$ cat src/rtl/stack_op_sequencer.sv
`default_nettype none
// ============================================================================
// Module   : stack_op_sequencer
// Purpose  : Executes stack-machine opcodes against an external data stack.
//            Each accepted command is legality-checked against the tracked
//            depth, then expanded into the pop / compute / push pulse sequence.
//            Illegal commands complete with an error code and never pulse
//            the stack.
// Ports    : clk, rst_n             - clock, async active-low reset
//            cmd_valid/ready/op/imm - command handshake (ready only in IDLE)
//            push_sig, push_data    - one-cycle push pulse and its data
//            pop_sig, stk_data      - one-cycle pop pulse; data returns next cycle
//            done, err, result      - completion pulse with status and value
//            depth, full, empty     - logical stack occupancy
// Revision : 1.0 - initial release
// ============================================================================
module stack_op_sequencer #(
  parameter int WIDTH = 8,
  parameter int DEPTH = 12,
  parameter int CW    = $clog2(DEPTH + 1)
) (
  input  logic             clk,
  input  logic             rst_n,
  input  logic             cmd_valid,
  output logic             cmd_ready,
  input  logic [2:0]       cmd_op,
  input  logic [WIDTH-1:0] cmd_imm,
  output logic             push_sig,
  output logic             pop_sig,
  output logic [WIDTH-1:0] push_data,
  input  logic [WIDTH-1:0] stk_data,
  output logic             done,
  output logic [1:0]       err,
  output logic [WIDTH-1:0] result,
  output logic [CW-1:0]    depth,
  output logic             full,
  output logic             empty
);

  localparam logic [2:0] c_op_push = 3'b000;
  localparam logic [2:0] c_op_pop  = 3'b001;
  localparam logic [2:0] c_op_add  = 3'b010;
  localparam logic [2:0] c_op_sub  = 3'b011;
  localparam logic [2:0] c_op_and  = 3'b100;
  localparam logic [2:0] c_op_or   = 3'b101;
  localparam logic [2:0] c_op_not  = 3'b110;
  localparam logic [2:0] c_op_dup  = 3'b111;

  localparam logic [1:0] c_err_ok    = 2'b00;
  localparam logic [1:0] c_err_under = 2'b01;
  localparam logic [1:0] c_err_over  = 2'b10;

  localparam logic [CW-1:0] c_depth_max = CW'(DEPTH);
  localparam logic [CW-1:0] c_one       = CW'(1);
  localparam logic [CW-1:0] c_two       = CW'(2);

  typedef enum logic [3:0] {
    S_IDLE  = 4'd0,
    S_POP1  = 4'd1,
    S_WAIT1 = 4'd2,
    S_POP2  = 4'd3,
    S_WAIT2 = 4'd4,
    S_PUSH  = 4'd5,
    S_PUSH2 = 4'd6,
    S_DONE  = 4'd7,
    S_ERR   = 4'd8
  } state_t;

  state_t           state_q, state_d;
  logic [2:0]       op_q, op_d;
  logic [1:0]       err_q, err_d;
  logic [WIDTH-1:0] res_q, res_d;
  logic [WIDTH-1:0] a_q, a_d;
  logic [CW-1:0]    depth_q, depth_d;
  logic [1:0]       legal_err;

  // Legality of the offered op against the current depth. Underflow is
  // tested before overflow so DUP on an empty stack reports underflow.
  always_comb begin
    legal_err = c_err_ok;
    case (cmd_op)
      c_op_push: if (depth_q == c_depth_max) legal_err = c_err_over;
      c_op_pop,
      c_op_not:  if (depth_q == '0) legal_err = c_err_under;
      c_op_dup: begin
        if (depth_q == '0)               legal_err = c_err_under;
        else if (depth_q == c_depth_max) legal_err = c_err_over;
      end
      default:   if (depth_q < c_two) legal_err = c_err_under;
    endcase
  end

  always_ff @(posedge clk or negedge rst_n) begin
    if (!rst_n) begin
      state_q <= S_IDLE;
      op_q    <= c_op_push;
      err_q   <= c_err_ok;
      res_q   <= '0;
      a_q     <= '0;
      depth_q <= '0;
    end else begin
      state_q <= state_d;
      op_q    <= op_d;
      err_q   <= err_d;
      res_q   <= res_d;
      a_q     <= a_d;
      depth_q <= depth_d;
    end
  end

  always_comb begin
    state_d   = state_q;
    op_d      = op_q;
    err_d     = err_q;
    res_d     = res_q;
    a_d       = a_q;
    depth_d   = depth_q;
    cmd_ready = 1'b0;
    push_sig  = 1'b0;
    pop_sig   = 1'b0;
    push_data = '0;
    done      = 1'b0;
    err       = c_err_ok;
    result    = '0;

    case (state_q)
      S_IDLE: begin
        cmd_ready = 1'b1;
        if (cmd_valid) begin
          op_d  = cmd_op;
          err_d = legal_err;
          if (legal_err != c_err_ok) begin
            state_d = S_ERR;
          end else if (cmd_op == c_op_push) begin
            res_d   = cmd_imm;
            state_d = S_PUSH;
          end else begin
            state_d = S_POP1;
          end
        end
      end
      S_POP1: begin
        pop_sig = 1'b1;
        depth_d = depth_q - c_one;
        state_d = S_WAIT1;
      end
      // Old top of stack arrives here; it is operand A for binary ops.
      S_WAIT1: begin
        a_d = stk_data;
        case (op_q)
          c_op_pop: begin
            res_d   = stk_data;
            state_d = S_DONE;
          end
          c_op_not: begin
            res_d   = ~stk_data;
            state_d = S_PUSH;
          end
          c_op_dup: begin
            res_d   = stk_data;
            state_d = S_PUSH;
          end
          default: state_d = S_POP2;
        endcase
      end
      S_POP2: begin
        pop_sig = 1'b1;
        depth_d = depth_q - c_one;
        state_d = S_WAIT2;
      end
      // Element beneath the old top is operand B; result is B op A.
      S_WAIT2: begin
        case (op_q)
          c_op_add: res_d = stk_data + a_q;
          c_op_sub: res_d = stk_data - a_q;
          c_op_and: res_d = stk_data & a_q;
          c_op_or:  res_d = stk_data | a_q;
          default:  res_d = res_q;
        endcase
        state_d = S_PUSH;
      end
      S_PUSH: begin
        push_sig  = 1'b1;
        push_data = res_q;
        depth_d   = depth_q + c_one;
        state_d   = (op_q == c_op_dup) ? S_PUSH2 : S_DONE;
      end
      S_PUSH2: begin
        push_sig  = 1'b1;
        push_data = res_q;
        depth_d   = depth_q + c_one;
        state_d   = S_DONE;
      end
      S_DONE: begin
        done    = 1'b1;
        result  = res_q;
        state_d = S_IDLE;
      end
      S_ERR: begin
        done    = 1'b1;
        err     = err_q;
        state_d = S_IDLE;
      end
      default: state_d = S_IDLE;
    endcase
  end

  assign depth = depth_q;
  assign full  = (depth_q == c_depth_max);
  assign empty = (depth_q == '0);

endmodule
`default_nettype wire
$ cat config.mk
export PLATFORM = sky130hd
export DESIGN_NAME = stack_op_sequencer
export DESIGN_NICKNAME = d
export VERILOG_FILES = /design/src/rtl/stack_op_sequencer.sv
export SDC_FILE = /design/constraint.sdc
export NUM_CORES = 1
export LEC_CHECK = 0
export BUFFER_PORTS_ARGS = -buffer_cell sky130_fd_sc_hd__buf_2
export CAP_MARGIN = 20
export CORE_UTILIZATION = 35
export DETAILED_ROUTE_END_ITERATION = 8
export HOLD_SLACK_MARGIN = 0.15
export MAX_ROUTING_LAYER = met4
export PLACE_DENSITY_LB_ADDON = 0.05
export SETUP_SLACK_MARGIN = 0.1
export SYNTH_ARGS = -nofsm -noshare
export SYNTH_HDL_FRONTEND = slang
export SYNTH_SLANG_ARGS = --single-unit
$ cat constraint.sdc
create_clock -name clk -period 5.38 [get_ports clk]
set_input_delay 0.807 -clock clk [delete_from_list [all_inputs] [get_ports clk]]
set_output_delay 0.807 -clock clk [all_outputs]
set_load 0.01 [all_outputs]
==> results of run 1 <==
[cell usage after synthesis (all sizes together), types with 6 or more instances]
library cell | number | area share
dfrtp | 29 | 0.30
nand2 | 26 | 0.040
and2 | 18 | 0.047
inv | 18 | 0.028
ha | 14 | 0.072
nor2 | 14 | 0.022
xnor2 | 14 | 0.050
o21ai | 13 | 0.027
a21oi | 12 | 0.025
mux2 | 8 | 0.039
a31oi | 7 | 0.018
buf | 7 | 0.026
clkbuf | 7 | 0.011
maj3 | 7 | 0.029
nor3 | 7 | 0.014
xor2 | 7 | 0.025
a21o | 6 | 0.018
mux2i | 6 | 0.025
[critical path: cells and delay by family (launching register included)]
| kind | cells | cell delay [ps] |
|---|---|---|
| buf+inv | 2 | 330 |
| simple gates | 2 | 370 |
| flops | 1 | 500 |
| compound gates | 1 | 680 |
[worst max path at each step]
stage                         endpoint  slack, ps
after floorplan               res_q[4]       2760
after global placement        res_q[3]       2630
after detailed placement      depth[3]       2620
after CTS                 push_data[7]       2370
after global routing      push_data[7]       2190
final                     push_data[7]       2410
[registers in the layout, summed over array words and instances (netlist names)]
| register | count |
|---|---|
| state_q | 4 |
| op_q | 3 |
| res_q | 8 |
| depth | 4 |
| a_q | 8 |
| err_q | 2 |
[stage by stage]
stage	util	instance area [um2]
after floorplan	-	2436
after global placement	0.4004	2705
after detailed placement	0.4004	2705
after CTS	0.4154	2806
after global routing	0.4154	2806
final	0.4154	2806
[final cells by class]
cell class / count / area share
Clock inverter: 1 / 0.001783
Sequential cell: 29 / 0.2586
Clock buffer: 7 / 0.03433
Multi-Input combinational cell: 212 / 0.5555
Inverter: 18 / 0.02407
Tap cell: 80 / 0.03567
Timing Repair Buffer: 50 / 0.09006
[power groups by stage]
stage	logic [mW]	clock network (mW)	registers [mW]
after detailed placement	1.25	0	0.481
after floorplan	1.04	0	0.407
after global routing	1.42	0.222	0.504
after global placement	1.26	0	0.478
final	1.25	0.203	0.475
after CTS	1.26	0.212	0.477
[logic make-up (layout without fill, tap and decap cells)]
group | Yosys count | after routing | synth area share
AND/OR/NAND/NOR | 90 | 90 | 0.2008
buffers and inverters | 32 | 76 | 0.06420
flip-flops | 29 | 29 | 0.2979
multiplexers | 14 | 14 | 0.06317
AO/OA/AOI/OAI | 64 | 64 | 0.1813
adder cells (fa/ha/maj) | 23 | 23 | 0.1171
XOR/XNOR | 21 | 21 | 0.07550
[layer usage]
metal  wire [um]  vias to the layer above
met5           0                        -
met4          44                        0
met3         202                        4
met2        2518                       44
met1        3332                      940
li1            -                     1051
==> reports/metrics.yaml, run 1 <==
cts_buffers: 5
synthArstFlopShare: 1.000
totalPowerFinal_mw: 1.929
ant_nets: 0
p_per_area_mw_per_mm2: 687.5
max_freq_mhz: 336.6
drtIter0Drc: 96
hold_class: "reg2reg"
use_met2: 0.2640
cts_tree: "yes"
gr-usage-met1: 0.2772
power_frac_clock: 0.105
holdPathStages: 2
die_area_mm2: 0.007298
multi_input_area_mm2: 0.001559
r2r-start: "op_q[0]"
timing.final.crit_share: 0.5522
grt_usage: 0.1873
slew-limit-headroom: 0.4378
gp_congestion: 0.8033
status: "finished, final reports clean"
synth_edf_count: 0
cp-start-kind: "flip-flop"
critPathMaxStageDelay_ps: 680
layout_commonest_cell: "buf_2"
nets: 354
first_global_vias: 1955
required_ps: 4570
clk_pin_slew_worst_paths_ps: 70
cts.path.max_buffers: 2
syn_nets: 311
wl_um: 6096
slew_viol_final: 0
critical_path_peak_fanout: 12
drcViolationCount: 0
tns_ps: 0
clockRootBuffer: "clkbuf_8"
grt_pass1_wl_um: 10290
rsz0062_at_grt: "false"
die_w_um: 85.43
p_comb_frac: 0.649
power.switching_uw: 912.8
setup_viol: 0
synthDistinctLibCells: 55
drive_gt1_frac: 0.2208
ir_drop_uv: 234.9
firstDrtPassIters: 4
fin_ws_ps: 2409
cpMaxStageDelayCell: "a21oi_1"
dp_hpwl_um: 4767
diodes: 0
ys_warn_count: 0
cts_hold_buf: 0
avgSynthCellArea_um2: 8.923
seqPwrFrac: 0.246
grt_max_degree: 30
maxCapViolations: 0
cell_internal_pwr_mw: 1.017
io_pins: 50
p_sw_frac: 0.4731
critical_path_class: "reg2out"
min_period_ps: 2971
die_h_um: 85.43
final_cell_mix: "buf_2, dfrtp_1, nand2_1"
cts_setup_buffers: 0
num_vias: 2039
grt-busiest-layer: "met1"
overflow: 0
wl_per_cell_um: 15.36
cp.arrival_ps: 2160
place_inst: 389
fin_worst_skew_ps: 5.352
viasPerCell: 5.136
ys_seq_area_frac: 0.2979
clkLatencyLatePin_ps: 280
p_leak_nw: 1.340
cts.htree.levels: 2
clock-sinks: 29
hold_start: "err_q[0]"
postCtsResizedCells: 0
min_to: "err_q[0]"
rows: 30
synthesis.area_mm2: 0.002436
synth-main-ff-cell: "dfrtp_1"
rrSetupSlack_ps: 2600
post-place-ws_ps: 2619
startpoint: "state_q[0]"
crit_chain: "nand2b_1 > a21oi_1 > inv_1 > nor2_1 > buf_2"
worstRegToRegCells: 8
antenna_found_initial: 0
start_util: 0.3606
num-fill-cells: 716
seqCellArea_um2: 725.7
whs_ps: 481.9
synthCells: 273
syn2layout_area_growth_pct: 15.20
port_buffers: 49
worstMarginPinSlew_ps: 843.3
crit_path_end_kind: "output port"
finalHoldViolCount: 0
use_met3: 0.03405
yosys_register_bits: 29
reg2reg_to: "res_q[4]"
coreArea_mm2: 0.006756
finalNonFillerCells: 397
Power figures use the tool's default switching activity.
==> run 2: changes to the inputs <==
Clock period 5.38 ns to 2.6 ns, I/O delays scaled along.
==> run 2 against run 1 <==
  * Hold slack worse by 330 ps
  * Largest power group unchanged
  * Largest cell class unchanged
  * Flip-flop and latch count stayed put
  * Sequential power increased by 81%
  * Power increased by 130%
==> reports/metrics.yaml, run 2 (synthesized netlist as in run 1, its figures left out) <==
status: "finished, final reports clean"  # unchanged
cts.path.max_buffers: 2  # unchanged
tns_ps: 0  # unchanged
fin_ws_ps: 217.7  # was 2409 ps
cts.htree.levels: 2  # unchanged
critPathMaxStageDelay_ps: 370  # was 680 ps
coreArea_mm2: 0.006756  # unchanged
crit_chain: "and3b_2 > nor2_2 > xnor2_2 > ha_2 > a21oi_4 > a211oi_1 > or3_1 > mux2i_1 > o221ai_1"  # was nand2b_1 > a21oi_1 > inv_1 > nor2_1 > buf_2
cts_hold_buf: 0  # unchanged
grt_pass1_wl_um: 10370  # was 10290 um
setup_viol: 0  # unchanged
totalPowerFinal_mw: 4.377  # was 1.929 mW
maxCapViolations: 0  # unchanged
power.switching_mw: 2.033  # was 912.8 uW
post-place-ws_ps: 70.03  # was 2619 ps
overflow: 0  # unchanged
die_h_um: 85.43  # unchanged
clk_pin_slew_worst_paths_ps: 70  # about the same
critical_path_peak_fanout: 7  # was 12
gr-usage-met1: 0.2812  # was 0.2772
die_area_mm2: 0.007298  # unchanged
dp_hpwl_um: 4906  # was 4767 um
io_pins: 50  # unchanged
cts_buffers: 5  # unchanged
final_cell_mix: "buf_2, dfrtp_1, nand2_1"  # unchanged
seqPwrFrac: 0.197  # was 0.246
layout_commonest_cell: "buf_2"  # unchanged
critical_path_class: "reg2reg"  # was reg2out
p_sw_frac: 0.4645  # was 0.4731
power_frac_clock: 0.084  # was 0.105
slew-limit-headroom: 0.5352  # was 0.4378
antenna_found_initial: 0  # unchanged
p_leak_nw: 1.446  # was 1.340 nW
cp-start-kind: "flip-flop"  # unchanged
wl_um: 6308  # was 6096 um
cp_top_family: "simple AND/OR/NAND/NOR gates"  # was compound AO/OA/AOI/OAI gates
p_per_area_mw_per_mm2: 1449  # was 687.5 mW/mm2
start_util: 0.3606  # unchanged
grt-busiest-layer: "met1"  # unchanged
port_buffers: 49  # unchanged
fin_worst_skew_ps: 4.757  # was 5.352 ps
crit_path_end_kind: "flip-flop"  # was output port
hold_class: "in2async"  # was reg2reg
max_freq_mhz: 419.8
p_comb_frac: 0.719  # was 0.649
drive_gt1_frac: 0.3136  # was 0.2208
clockRootBuffer: "clkbuf_8"  # unchanged
final_area_mm2: 0.003022  # was 0.002806 mm2
firstDrtPassIters: 5  # was 4
grt_usage: 0.1892  # was 0.1873
rsz0062_at_grt: "true"  # was false
die_w_um: 85.43  # unchanged
gp_congestion: 0.8177  # was 0.8033
largest_registers: "a_q: 8 flops, res_q: 8 flops"  # unchanged
dpl_cell_area_mm2: 0.002825  # was 0.002705 mm2
cell_internal_pwr_mw: 2.344  # was 1.017 mW
use_met2: 0.2669  # was 0.2640
clock-sinks: 29  # unchanged
wl_per_cell_um: 15.09  # was 15.36 um
use_met3: 0.02918  # was 0.03405
finalHoldViolCount: 0  # unchanged
final_core_utilization: 0.4472  # was 0.4154
syn2layout_area_growth_pct: 24.04  # was 15.20%
rows: 30  # unchanged
cp.arrival_ps: 2530  # was 2160 ps
timing.final.crit_share: 0.9163
num_vias: 2153  # was 2039
path_buf_inv: 0  # was 2
required_ps: 2750  # was 4570 ps
grt_max_degree: 30  # unchanged
slew_viol_final: 0  # unchanged
viasPerCell: 5.151  # was 5.136
drtIter0Drc: 154  # was 96
first_global_vias: 2006  # was 1955
cpMaxStageDelayCell: "dfrtp_1"  # was a21oi_1
cts_tree: "yes"  # unchanged
drcViolationCount: 0  # unchanged
ant_nets: 0  # unchanged
startpoint: "op_q[2]"  # was state_q[0]
nets: 375  # was 354
clkLatencyLatePin_ps: 280  # about the same
ir_drop_uv: 431.1  # was 234.9 uV
diodes: 0  # unchanged
worstMarginPinSlew_ps: 687.5  # was 843.3 ps
min_period_ps: 2382
r2r-start: "op_q[2]"  # was op_q[0]
==> run 2: changes by cell type in the layout (fill, tap and decap cells not counted), sizes merged <==
cell / change
clkbuf: -1
clkinv: +1
buf: +21
==> run 2: path summary, 6_finish.rpt <==
path                             to  slack, ps  cells after the start
min                        depth[3]        150                      1
max in group asynchronous  res_q[6]       2000                      1
min reg2reg                err_q[1]        480                      2
max reg2reg                res_q[7]        220                      9
min in group clk             a_q[5]        360                      3
max                        res_q[7]        220                      9
==> run 2: per-layer routing <==
layer	wire, um	vias to the layer above
met3	252	6
met4	61	0
met2	2606	54
li1	-	1100
met1	3387	993
met5	0	-
==> run 2: timing repair <==
action                     4_1_cts  5_1_grt
setup buffers                    0        5
gates resized for setup          3       16
setup endpoints to repair        2        6
pin swaps                        0        3
==> run 2: layout make-up <==
cell class,instances,area (um2)
Timing Repair Buffer,71,410.4
Inverter,18,67.56
Multi-Input combinational cell,212,1635
Sequential cell,29,725.7
Tap cell,80,100.1
Fill cell,674,3735
Clock buffer,6,72.57
Clock inverter,2,10.01
==> run 2: through the flow <==
step,std cells,hold slack [ps]
final,418,147.5
after floorplan,273,94.41
after CTS,413,175.5
after global placement,405,459.4
after global routing,418,206.6
after detailed placement,405,465.5
==> run 2: power groups by stage <==
stage,Clock [mW],Sequential [mW],Combinational (mW)
2_1_floorplan,0,0.842,2.17
3_3_place_gp,0,0.861,2.87
3_5_place_dp,0,0.871,2.85
4_1_cts,0.384,0.863,2.90
5_1_grt,0.406,0.902,3.53
6_report,0.369,0.860,3.15
==> run 3: changes to the inputs <==
Settings changed: CAP_MARGIN 20 to not set, CORE_MARGIN set to 2, PLACE_DENSITY_LB_ADDON 0.05 to not set.
==> run 3 against run 2 <==
  * Hold slack worse by 1.5 ps
  * Sequential share of layout area is 0.23 points higher
  * Sequential power is 0.5% higher
  * Combinational power is 2% lower
  * Cell count is 1.4% lower
  * Global-route usage is 2.4 points lower
  * Utilization is 0.43 points lower
  * Power is 0.15% lower
  * Non-clock buffer count is 6 lower
  * Fmax is 0.73% lower
  * First-iteration DRC count is 12% higher
==> reports/metrics.yaml, run 3 (synthesized netlist as in run 1, its figures left out) <==
drcViolationCount: 0  # unchanged
grt_usage: 0.1652  # was 0.1892
clkLatencyLatePin_ps: 280  # about the same
finalNonFillerCells: 412  # was 418
layout_commonest_cell: "buf_2"  # unchanged
cp_top_family: "multiplexers"  # was simple AND/OR/NAND/NOR gates
p_leak_nw: 1.419  # was 1.446 nW
max_freq_mhz: 416.7  # was 419.8 MHz
rows: 30  # unchanged
start_util: 0.3606  # unchanged
cts.path.max_buffers: 2  # unchanged
timing.final.crit_share: 0.9230  # was 0.9163
gp_congestion: 0.8506  # was 0.8177
wl_met3_um: 288  # was 252 um
antenna_found_initial: 0  # unchanged
tns_ps: 0  # unchanged
syn2layout_area_growth_pct: 22.86  # was 24.04%
overflow: 0  # unchanged
whs_ps: 146.0  # was 147.5 ps
critPathMaxStageDelay_ps: 460  # was 370 ps
crit_chain: "and3b_2 > mux2i_4 > fa_2 > a22oi_1 > nor2_1 > a221o_1 > mux2_1"  # was and3b_2 > nor2_2 > xnor2_2 > ha_2 > a21oi_4 > a211oi_1 > or3_1 > mux2i_1 > o221ai_1
setup_viol: 0  # unchanged
grt_pass1_wl_um: 9625  # was 10370 um
ant_nets: 0  # unchanged
rsz0062_at_grt: "true"  # unchanged
nets: 369  # was 375
die_w_um: 87.43  # was 85.43 um
post-place-ws_ps: 145.2  # was 70.03 ps
clk_pin_slew_worst_paths_ps: 70  # about the same
die_h_um: 87.43  # was 85.43 um
cts_tree: "yes"  # unchanged
worstMarginPinSlew_ps: 685.5  # was 687.5 ps
slew-limit-headroom: 0.5430  # was 0.5352
cpMaxStageDelayCell: "fa_2"  # was dfrtp_1
path_buf_inv: 0  # unchanged
ir_drop_uv: 370.8  # was 431.1 uV
num_vias: 2118  # was 2153
drive_gt1_frac: 0.2952  # was 0.3136
diodes: 0  # unchanged
cp.arrival_ps: 2560  # was 2530 ps
status: "finished, final reports clean"  # unchanged
port_buffers: 49  # unchanged
drtIter0Drc: 173  # was 154
min_period_ps: 2400  # was 2382 ps
die_area_mm2: 0.007644  # was 0.007298 mm2
crit_path_end_kind: "flip-flop"  # unchanged
required_ps: 2760  # was 2750 ps
p_per_area_mw_per_mm2: 1460  # was 1449 mW/mm2
clock-sinks: 29  # unchanged
routed.top_layer: "met4"  # unchanged
fin_worst_skew_ps: 4.632  # was 4.757 ps
grt_max_degree: 30  # unchanged
fin_ws_ps: 200.2  # was 217.7 ps
wl_um: 6147  # was 6308 um
cp-start-kind: "flip-flop"  # unchanged
final_cell_mix: "buf_2, dfrtp_1, nand2_1"  # unchanged
coreArea_mm2: 0.006756  # unchanged
wl_met2_um: 2821  # was 2606 um
slew_viol_final: 0  # unchanged
maxCapViolations: 0  # unchanged
clockRootBuffer: "clkbuf_8"  # unchanged
first_global_vias: 1965  # was 2006
viasPerCell: 5.141  # was 5.151
hold_class: "in2async"  # unchanged
place_inst: 400  # was 405
largest_registers: "a_q: 8 flops, res_q: 8 flops"  # unchanged
cts_buffers: 5  # unchanged
wl_met1_um: 2949  # was 3387 um
wl_per_cell_um: 14.92  # was 15.09 um
dp_hpwl_um: 4635  # was 4906 um
cts.htree.levels: 2  # unchanged
finalHoldViolCount: 0  # unchanged
critical_path_class: "reg2reg"  # unchanged
totalPowerFinal_mw: 4.370  # was 4.377 mW
io_pins: 50  # unchanged
critical_path_peak_fanout: 7  # unchanged
firstDrtPassIters: 4  # was 5
==> run 3: worst reg2reg max path, cell delays in order (launching register included) <==
cell     delay (ps)
dfrtp_1         370
and3b_2         350
mux2i_4         300
fa_2            460
a22oi_1         190
nor2_1           60
a221o_1         260
mux2_1          290
==> run 3: layout make-up <==
| cell class | instances | area [um2] |
|---|---|---|
| fill | 659 | 3764 |
| multi-input combinational | 212 | 1633 |
| sequential | 29 | 725.7 |
| timing repair buffer | 65 | 365.4 |
| tap | 80 | 100.1 |
| clock buffer | 7 | 96.34 |
| inverter | 18 | 67.56 |
| clock inverter | 1 | 5.005 |
==> run 3: repair_timing <==
action / in CTS / in global routing
resized for setup: 0 / 16
setup endpoints to repair: 0 / 6
hold buffers: 0 / 0
setup buffers: 0 / 4
hold endpoints to repair: 0 / 0
==> run 3: final timing paths <==
path,to,cells past startpoint,slack (ps),startpoint
worst max-delay path,res_q[1],7,200,op_q[2]
worst min-delay path,state_q[3],1,150,rst_n
worst max register to register,res_q[1],7,200,op_q[2]
worst min register to register,err_q[1],2,480,err_q[1]
max in group asynchronous,res_q[5],1,2010,rst_n
min in group clk,a_q[7],3,370,stk_data[7]
==> run 3: power breakdown <==
| part | switching (mW) | internal [mW] |
|---|---|---|
| Sequential | 0.189 | 0.676 |
| Combinational | 1.65 | 1.44 |
| Clock | 0.177 | 0.239 |
| Total | 2.02 | 2.36 |
==> run 3: per-layer routing <==
layer	global-route usage	vias up
met4	0.03357	0
met1	0.2177	966
li1	-	1081
met5	-	-
met2	0.2665	61
met3	0.02938	10
==> run 3: stage by stage <==
| step | area, um2 | util |
|---|---|---|
| 2_1_floorplan | 2439 | - |
| 3_3_place_gp | 2788 | 0.4126 |
| 3_5_place_dp | 2788 | 0.4126 |
| 4_1_cts | 2889 | 0.4276 |
| 5_1_grt | 2993 | 0.4430 |
| 6_report | 2993 | 0.4430 |
